--- src/rtl/dvi_frame_writer.sv ---
// DVI capture stage: thresholds 8-bit luminance to 1 bit, packs 8 pixels/byte MSB-first, writes
// bytes to the frame buffer. Optional ordered dither enabled by defining DVI_WRITER_DITHER_EN.
module dvi_frame_writer #(
  parameter logic [13:0] screenWidth  = 14'h0050,
  parameter logic [13:0] screenHeight = 14'h00F0,
  parameter logic [7:0]  threshold    = 8'h80
) (
  input  logic        clock_in,
  input  logic        reset,
  input  logic        vsIn,
  input  logic        hsIn,
  input  logic        deIn,
  input  logic [7:0]  pixIn,
  output logic [14:0] addr,
  output logic [7:0]  wrData,
  output logic        wrEn,
  output logic        frameDone
);

  typedef enum logic [1:0] {StWaitVs, StActive, StDone} state_t;

  state_t      state;
  logic        vsPrev;
  logic        inLine;
  logic [2:0]  bitCnt;
  logic [6:0]  byteX;
  logic [7:0]  lineY;
  logic [7:0]  shiftReg;
  logic        pend;
  logic [7:0]  pendData;
  logic [14:0] pendAddr;

  logic        vsRise;
  logic        pixBit;
  logic        roomLeft;
  logic [14:0] curAddr;
  logic        unusedHs;

  assign unusedHs = hsIn;
  assign vsRise   = vsIn && !vsPrev;
  assign roomLeft = {7'b0, byteX} < screenWidth;
  assign curAddr  = 15'(byteX) + 15'(lineY) * 15'(screenWidth);

`ifdef DVI_WRITER_DITHER_EN
  logic signed [9:0] ditherOff;
  logic signed [9:0] effThr;

  always_comb begin
    ditherOff = 10'sd0;
    unique case ({lineY[0], bitCnt[0]})
      2'b00: ditherOff = -10'sd48;
      2'b01: ditherOff = 10'sd16;
      2'b10: ditherOff = 10'sd48;
      2'b11: ditherOff = -10'sd16;
      default: ditherOff = 10'sd0;
    endcase
  end

  assign effThr = $signed({2'b00, threshold}) + ditherOff;
  assign pixBit = $signed({2'b00, pixIn}) >= effThr;
`else
  assign pixBit = pixIn >= threshold;
`endif

  // Byte completion is staged in pend* so every write appears one cycle after its trigger.
  always_ff @(posedge clock_in) begin
    if (reset) begin
      state     <= StWaitVs;
      vsPrev    <= 1'b0;
      inLine    <= 1'b0;
      bitCnt    <= 3'd0;
      byteX     <= 7'd0;
      lineY     <= 8'd0;
      shiftReg  <= 8'd0;
      pend      <= 1'b0;
      pendData  <= 8'd0;
      pendAddr  <= 15'd0;
      addr      <= 15'd0;
      wrData    <= 8'd0;
      wrEn      <= 1'b0;
      frameDone <= 1'b0;
    end else begin
      vsPrev    <= vsIn;
      wrEn      <= pend;
      frameDone <= 1'b0;
      pend      <= 1'b0;
      if (pend) begin
        addr   <= pendAddr;
        wrData <= pendData;
      end
      unique case (state)
        StWaitVs: begin
          if (vsRise) begin
            state    <= StActive;
            inLine   <= 1'b0;
            bitCnt   <= 3'd0;
            byteX    <= 7'd0;
            lineY    <= 8'd0;
            shiftReg <= 8'd0;
          end
        end
        StActive: begin
          if (vsRise) begin
            inLine   <= 1'b0;
            bitCnt   <= 3'd0;
            byteX    <= 7'd0;
            lineY    <= 8'd0;
            shiftReg <= 8'd0;
          end else if (deIn) begin
            inLine <= 1'b1;
            if (roomLeft) begin
              bitCnt <= bitCnt + 3'd1;
              if (bitCnt == 3'd7) begin
                pend     <= 1'b1;
                pendData <= {shiftReg[6:0], pixBit};
                pendAddr <= curAddr;
                byteX    <= byteX + 7'd1;
                shiftReg <= 8'd0;
              end else begin
                shiftReg <= {shiftReg[6:0], pixBit};
              end
            end
          end else if (inLine) begin
            inLine <= 1'b0;
            if (bitCnt != 3'd0) begin
              // Left-justify the partial byte, zero-filling the unused low bits.
              pend     <= 1'b1;
              pendData <= shiftReg << (4'd8 - {1'b0, bitCnt});
              pendAddr <= curAddr;
            end
            bitCnt   <= 3'd0;
            byteX    <= 7'd0;
            shiftReg <= 8'd0;
            lineY    <= lineY + 8'd1;
            if (14'(lineY) + 14'd1 == screenHeight) state <= StDone;
          end
        end
        StDone: begin
          frameDone <= 1'b1;
          state     <= StWaitVs;
        end
        default: state <= StWaitVs;
      endcase
    end
  end

endmodule
--- config.mk ---
export PLATFORM = sky130hd
export DESIGN_NAME = dvi_frame_writer
export DESIGN_NICKNAME = d
export VERILOG_FILES = /design/src/rtl/dvi_frame_writer.sv
export SDC_FILE = /design/constraint.sdc
export NUM_CORES = 1
export LEC_CHECK = 0
export ABC_AREA = 1
export CAP_MARGIN = 10
export CORE_UTILIZATION = 50
export CTS_BUF_LIST = sky130_fd_sc_hd__clkbuf_8
export CTS_CLUSTER_SIZE = 10
export DETAILED_ROUTE_END_ITERATION = 8
export DONT_BUFFER_PORTS = 1
export PLACE_DENSITY = 0.71
export SETUP_SLACK_MARGIN = 0.5
export SLEW_MARGIN = 20
export SYNTH_ARGS = -nofsm -noshare
export SYNTH_HDL_FRONTEND = slang
export SYNTH_SLANG_ARGS = --single-unit
export TNS_END_PERCENT = 20
--- constraint.sdc ---
create_clock -name clock_in -period 2.7 [get_ports clock_in]
set_input_delay 0.405 -clock clock_in [delete_from_list [all_inputs] [get_ports clock_in]]
set_output_delay 0.405 -clock clock_in [all_outputs]
set_load 0.02 [all_outputs]
=== Yosys cells after proc, flatten, opt, wreduce, memory -nomap -nowiden ===
Index checks and enable logic that the tools add are counted.

* Flip-flop bits (word level): 79
* Output and inout bits: 25
* Logic and storage cells: 106

* Add/sub/neg operators: 6
* Multiply operators: 1
* $lt $le $gt $ge: 2
* Eq/ne operators: 16
* Shift-type cells: 1
* Muxes and demuxes: 50
* Bitwise gates (word level): 2
* Reductions and logical operators: 14

{| class="wikitable"
|+ Operator list
! operator !! count
|-
| $mux 8 || 14
|-
| $mux 15 || 5
|-
| $mux 7 || 6
|-
| $pmux 8 s2 || 2
|-
| $add 7x15->15 || 1
|-
| $mux 3 || 5
|-
| $pmux 7 s2 || 1
|-
| $ne 4x4->1 const B || 3
|-
| $mul 8x3->11 const B || 1
|-
| $mux 2 || 5
|-
| $ne 2x2->1 const B || 5
|-
| $reduce_and 5->1 || 2
|-
| $add 8x1->9 const B || 1
|-
| $eq 9x8->1 const B || 1
|-
| $mux 1 || 9
|-
| $add 8x1->8 const B || 1
|-
| $ge 8x8->1 const B || 1
|-
| $reduce_and 4->1 || 2
|-
| $shl 8x4->8 || 1
|-
| $add 7x1->7 const B || 1
|-
| $lt 7x7->1 const B || 1
|-
| $ne 3x3->1 const B || 2
|-
| $pmux 3 s2 || 1
|-
| $reduce_and 6->1 || 1
|-
| 16 further kinds || 20
|}

=== Depth between registers and ports, before layout ===
* Word-level depth: 7
* Gate-level depth with buffers: 15

=== Worst setup path after synthesis ===
OpenSTA, ideal clock, no wires.

* Kind: register to register
* Start point: reg lineY[3]
* End point: reg pendAddr[13]
* Library setup time: 109 ps
* Arrival time: 2090 ps
* Slack: 501 ps
* Stages on the path, launching flop included: 13
* Clock period less this slack: 2199 ps
* Path through: dfxtp_1 > ha_1 > ha_1 > inv_1 > fa_1 > nor2_1 > nand2_1 > nor2_1 > nand3_1 > o21ai_0 > nand3_1 > nand2_1 > inv_1

* Longest elaborated chain between the ends: 5
* Elaborated cells between the ends (all ways): 7
* Those cells by class: add/sub: 1; mul: 1; mux: 5

{| class="wikitable"
|+ Ends and longest elaborated chain
! what !! RTL line !! RTL
|-
| start, declared || 27 || <nowiki>logic [7:0] lineY;</nowiki>
|-
| start signal, assigned || 134 || <nowiki>lineY <= lineY + 8'd1;</nowiki>
|-
| $mul 8x3->11 * || 42 || <nowiki>assign curAddr = 15'(byteX) + 15'(lineY) * 15'(screenWidth);</nowiki>
|-
| $add 7x15->15 * || 42 ||
|-
| $mux 15, on equally long branches || 125, 113 ||
|-
| $mux 15, on equally long branches || 123, 111 ||
|-
| $mux 15 * || 109 || <nowiki>end else if (deIn) begin</nowiki>
|-
| end signal, assigned || 116 || <nowiki>pendAddr <= curAddr;</nowiki>
|-
| end signal, assigned || 129 || <nowiki>pendAddr <= curAddr;</nowiki>
|-
| end, declared || 31 || <nowiki>logic [14:0] pendAddr;</nowiki>
|}

Every way passes the cells marked *; elsewhere a longest branch is shown, timed or not. The select of a mux whose other input is x is not followed.
A chain may end at the register's enable or synchronous reset.

=== Final worst setup path ===
* Start point: reg lineY[1]
* End point: reg pendAddr[14]

The elaborated chain is that of the path after synthesis.

==> impl_metrics.json <==
{
  "hold_violations": 0,
  "r2r_start": "lineY[1]$_SDFFE_PP0P_",
  "r2r-end": "pendAddr[14]$_SDFFE_PP0P_",
  "drt.antenna.violating_nets": 0,
  "slew_viol_final": 0,
  "crit_path_top_delay_cell": "fa_1",
  "crit_start": "lineY[1]$_SDFFE_PP0P_",
  "cts_buffers": 9,
  "antenna_found_initial": 0,
  "synth_nets": 595,
  "arrival_ns": 2.49,
  "cp.buffers_inverters": 2,
  "grt_pass1_wl_um": 14100,
  "fmax_mhz": 457,
  "ys_seq_area_share_pct": 38.7,
  "reg2reg_slack_ns": 0.51,
  "worst_pin_slew_ns": 0.564,
  "cp_common_cell": "nand3_1",
  "slew_headroom_pct": 62.4,
  "clkTransAtPathRegs_ns": 0.08,
  "fin_ws_ns": 0.513,
  "cp_cell_sequence": "ha_4 -> ha_4 -> inv_2 -> fa_1 -> nor2_1 -> nand3_1 -> nor2_2 -> nand2_1 -> nor2_2 -> nand3_1 -> nand3_1 -> nand2_1 -> inv_1",
  "max_stage_delay_ns": 0.47,
  "fill_cells": 721,
  "criticalPathCategory": "reg2reg",
  "numPortBuffers": 0,
  "vias": 3510,
  "synth_edf_count": 0,
  "htreeDepth": 3,
  "yosysTopAreaCellShare_pct": 38.7,
  "ios": 38,
  "nets": 597,
  "ff2ff_path_depth": 13,
  "cts_tree": "done",
  "die_w_um": 92.4,
  "hold_path.class": "in2reg",
  "syn_area_per_cell_sq_um": 7.31,
  "fin_tns_setup_ns": 0,
  "drive_gt1_share_pct": 15.9,
  "via_per_inst": 5.25,
  "max_cap_viol_count": 0,
  "clk-insertion-delay-late_ns": 0.35,
  "async_flop_share_pct": 0,
  "firstDrtPassIters": 4,
  "setup_viol_count_final": 0,
  "antenna_cells": 0,
  "area_growth_pct": 10.2,
  "synth_top_area_cell": "dfxtp_1",
  "finalCritPeriodShare_pct": 81.0,
  "crit_required_ns": 3.00,
  "die_h_um": 92.4,
  "crit_path_end_kind": "register",
  "cts_sinks": 79,
  "dp_cells": 644,
  "core_area_sq_um": 7810,
  "dp_hpwl_um": 5870,
  "drcViolationCount": 0,
  "clockBufferDepth": 2,
  "syn_area_sq_um": 4090,
  "final_cells": 668,
  "yosysWarningCount": 0,
  "fp-row-count": 32,
  "p_leak_nw": 1.88,
  "grt_max_degree": 37,
  "synth_cell_type_count": 36,
  "status": "finished clean",
  "clockRootBuffer": "clkbuf_8",
  "pre_cts_ws_ns": 0.309,
  "synth_area_leaders": "dfxtp_1, nand2_1, nor2_1",
  "crit_fanout": 2,
  "drt-total-wl_um": 8670,
  "endpoint": "pendAddr[14]$_SDFFE_PP0P_",
  "synth_seq_cells": 79,
  "routabilityCongestion": 0.873,
  "initial_core_util_pct": 52.4,
  "grt_pass1_vias": 3136,
  "power_mw": 2.31,
  "synth-main-ff-cell": "dfxtp_1",
  "routedWlPerCell_um": 13.0,
  "dieArea_sq_um": 8540,
  "cp.depth": 13,
  "grt-ovfl-total": 0,
  "rsz0062_at_grt": "true",
  "critPathLaunchType": "register",
  "mostFrequentLayoutCell": "nand2_1",
  "p_per_area_nw_per_um2": 514,
  "min_from": "reset",
  "fin_skew_ns": 0.00811,
  "grt_usage_pct": 20.4,
  "final_cell_mix": "nand2_1, nor2_1, dfxtp_1",
  "cpLargestDelayFamily": "adder cells",
  "fin_crit_ns": 2.19,
  "drtIter0Drc": 128,
  "syn_inst": 559,
  "ir_worst_vdd_mv": 0.230
}
-- worst min path at each step --
stage | depth (start not counted) | endpoint | slack [ns]
2_1_floorplan | 2 | addr[12]$_SDFFE_PP0P_ | 0.43
6_report | 1 | bitCnt[1]$_SDFFE_PP0P_ | 0.11
3_3_place_gp | 2 | addr[13]$_SDFFE_PP0P_ | 0.44
4_1_cts | 1 | bitCnt[1]$_SDFFE_PP0P_ | 0.1
5_1_grt | 1 | vsPrev$_SDFF_PP0_ | 0.1
3_5_place_dp | 2 | pendAddr[8]$_SDFFE_PP0P_ | 0.45
-- logic make-up (layout without fill, tap and decap cells) --
logic type / Yosys count / in the layout / share of synthesized area (%)
simple gates: 214 / 214 / 22.2
compound gates: 139 / 139 / 19.9
buf+inv: 94 / 101 / 9.64
fa+ha+maj: 23 / 23 / 7.41
xor+xnor: 10 / 10 / 2.14
flops: 79 / 79 / 38.7
-- state kept, by name (all words and copies together) (netlist names), 2 cells and up --
name	count
byteX	7
bitCnt	3
lineY	8
pendData	8
state	2
addr	15
shiftReg	8
wrData	8
pendAddr	15
-- cell usage after synthesis, types with 5 or more instances --
| master | n |
|---|---|
| nand3_1 | 31 |
| nor2_1 | 74 |
| a21oi_1 | 43 |
| nand2_1 | 84 |
| a21oi_2 | 9 |
| o21ai_1 | 14 |
| clkbuf_1 | 12 |
| xor2_1 | 6 |
| inv_1 | 63 |
| dfxtp_1 | 79 |
| nor3_1 | 5 |
| nand4_1 | 8 |
| o21ai_0 | 55 |
| ha_1 | 21 |
| o21ai_2 | 5 |
| inv_2 | 8 |
-- metal layers --
layer	wire length (um)	share of wire (%)	vias to the layer above	track usage [%]
met2	3930	45	59	31.5
met5	0	0	-	0
met4	65	0.75	0	5.47
met1	4310	50	1603	28.2
li1	-	-	1839	-
met3	373	4.3	9	5.17
-- repair_timing --
item / CTS / global route
gates resized for setup: 15 / 18
pin swaps: 7 / 10
hold buffers: 0 / 0
endpoints found under the setup margin: 5 / 18
buffers inserted: 6 / 2
-- power by group --
part | internal [mW] | switching [mW]
logic | 0.0623 | 0.129
clock network | 0.437 | 0.470
registers | 1.19 | 0.0263
-- area by class of cell --
type	count	area, sq um	share of cell area, %
Clock buffer	9	124	2.75
Timing Repair Buffer	12	90.1	2.00
Clock inverter	7	78.8	1.75
Tap cell	102	128	2.83
Multi-Input combinational cell	386	2200	48.9
Sequential cell	79	1600	35.5
Inverter	73	280	6.22
-- per-stage QoR --
| step | hold slack, ns | util [%] | area (sq um) |
|---|---|---|---|
| 6_report | 0.115 | 57.7 | 4500 |
| 2_1_floorplan | 0.429 | - | 4090 |
| 3_5_place_dp | 0.453 | 52.9 | 4130 |
| 3_3_place_gp | 0.437 | 52.9 | 4130 |
| 4_1_cts | 0.0997 | 56.3 | 4400 |
| 5_1_grt | 0.0999 | 57.7 | 4500 |
-- worst register-to-register path, stage by stage, from the launching register on --
cell and delay (ns):
dfxtp_4 0.36, ha_4 0.28, ha_4 0.13, inv_2 0.04
fa_1 0.47, nor2_1 0.16, nand3_1 0.11, nor2_2 0.11
nand2_1 0.09, nor2_2 0.15, nand3_1 0.09, nand3_1 0.08
nand2_1 0.05, inv_1 0.04
Note: power is estimated with default switching activity, not from simulation.
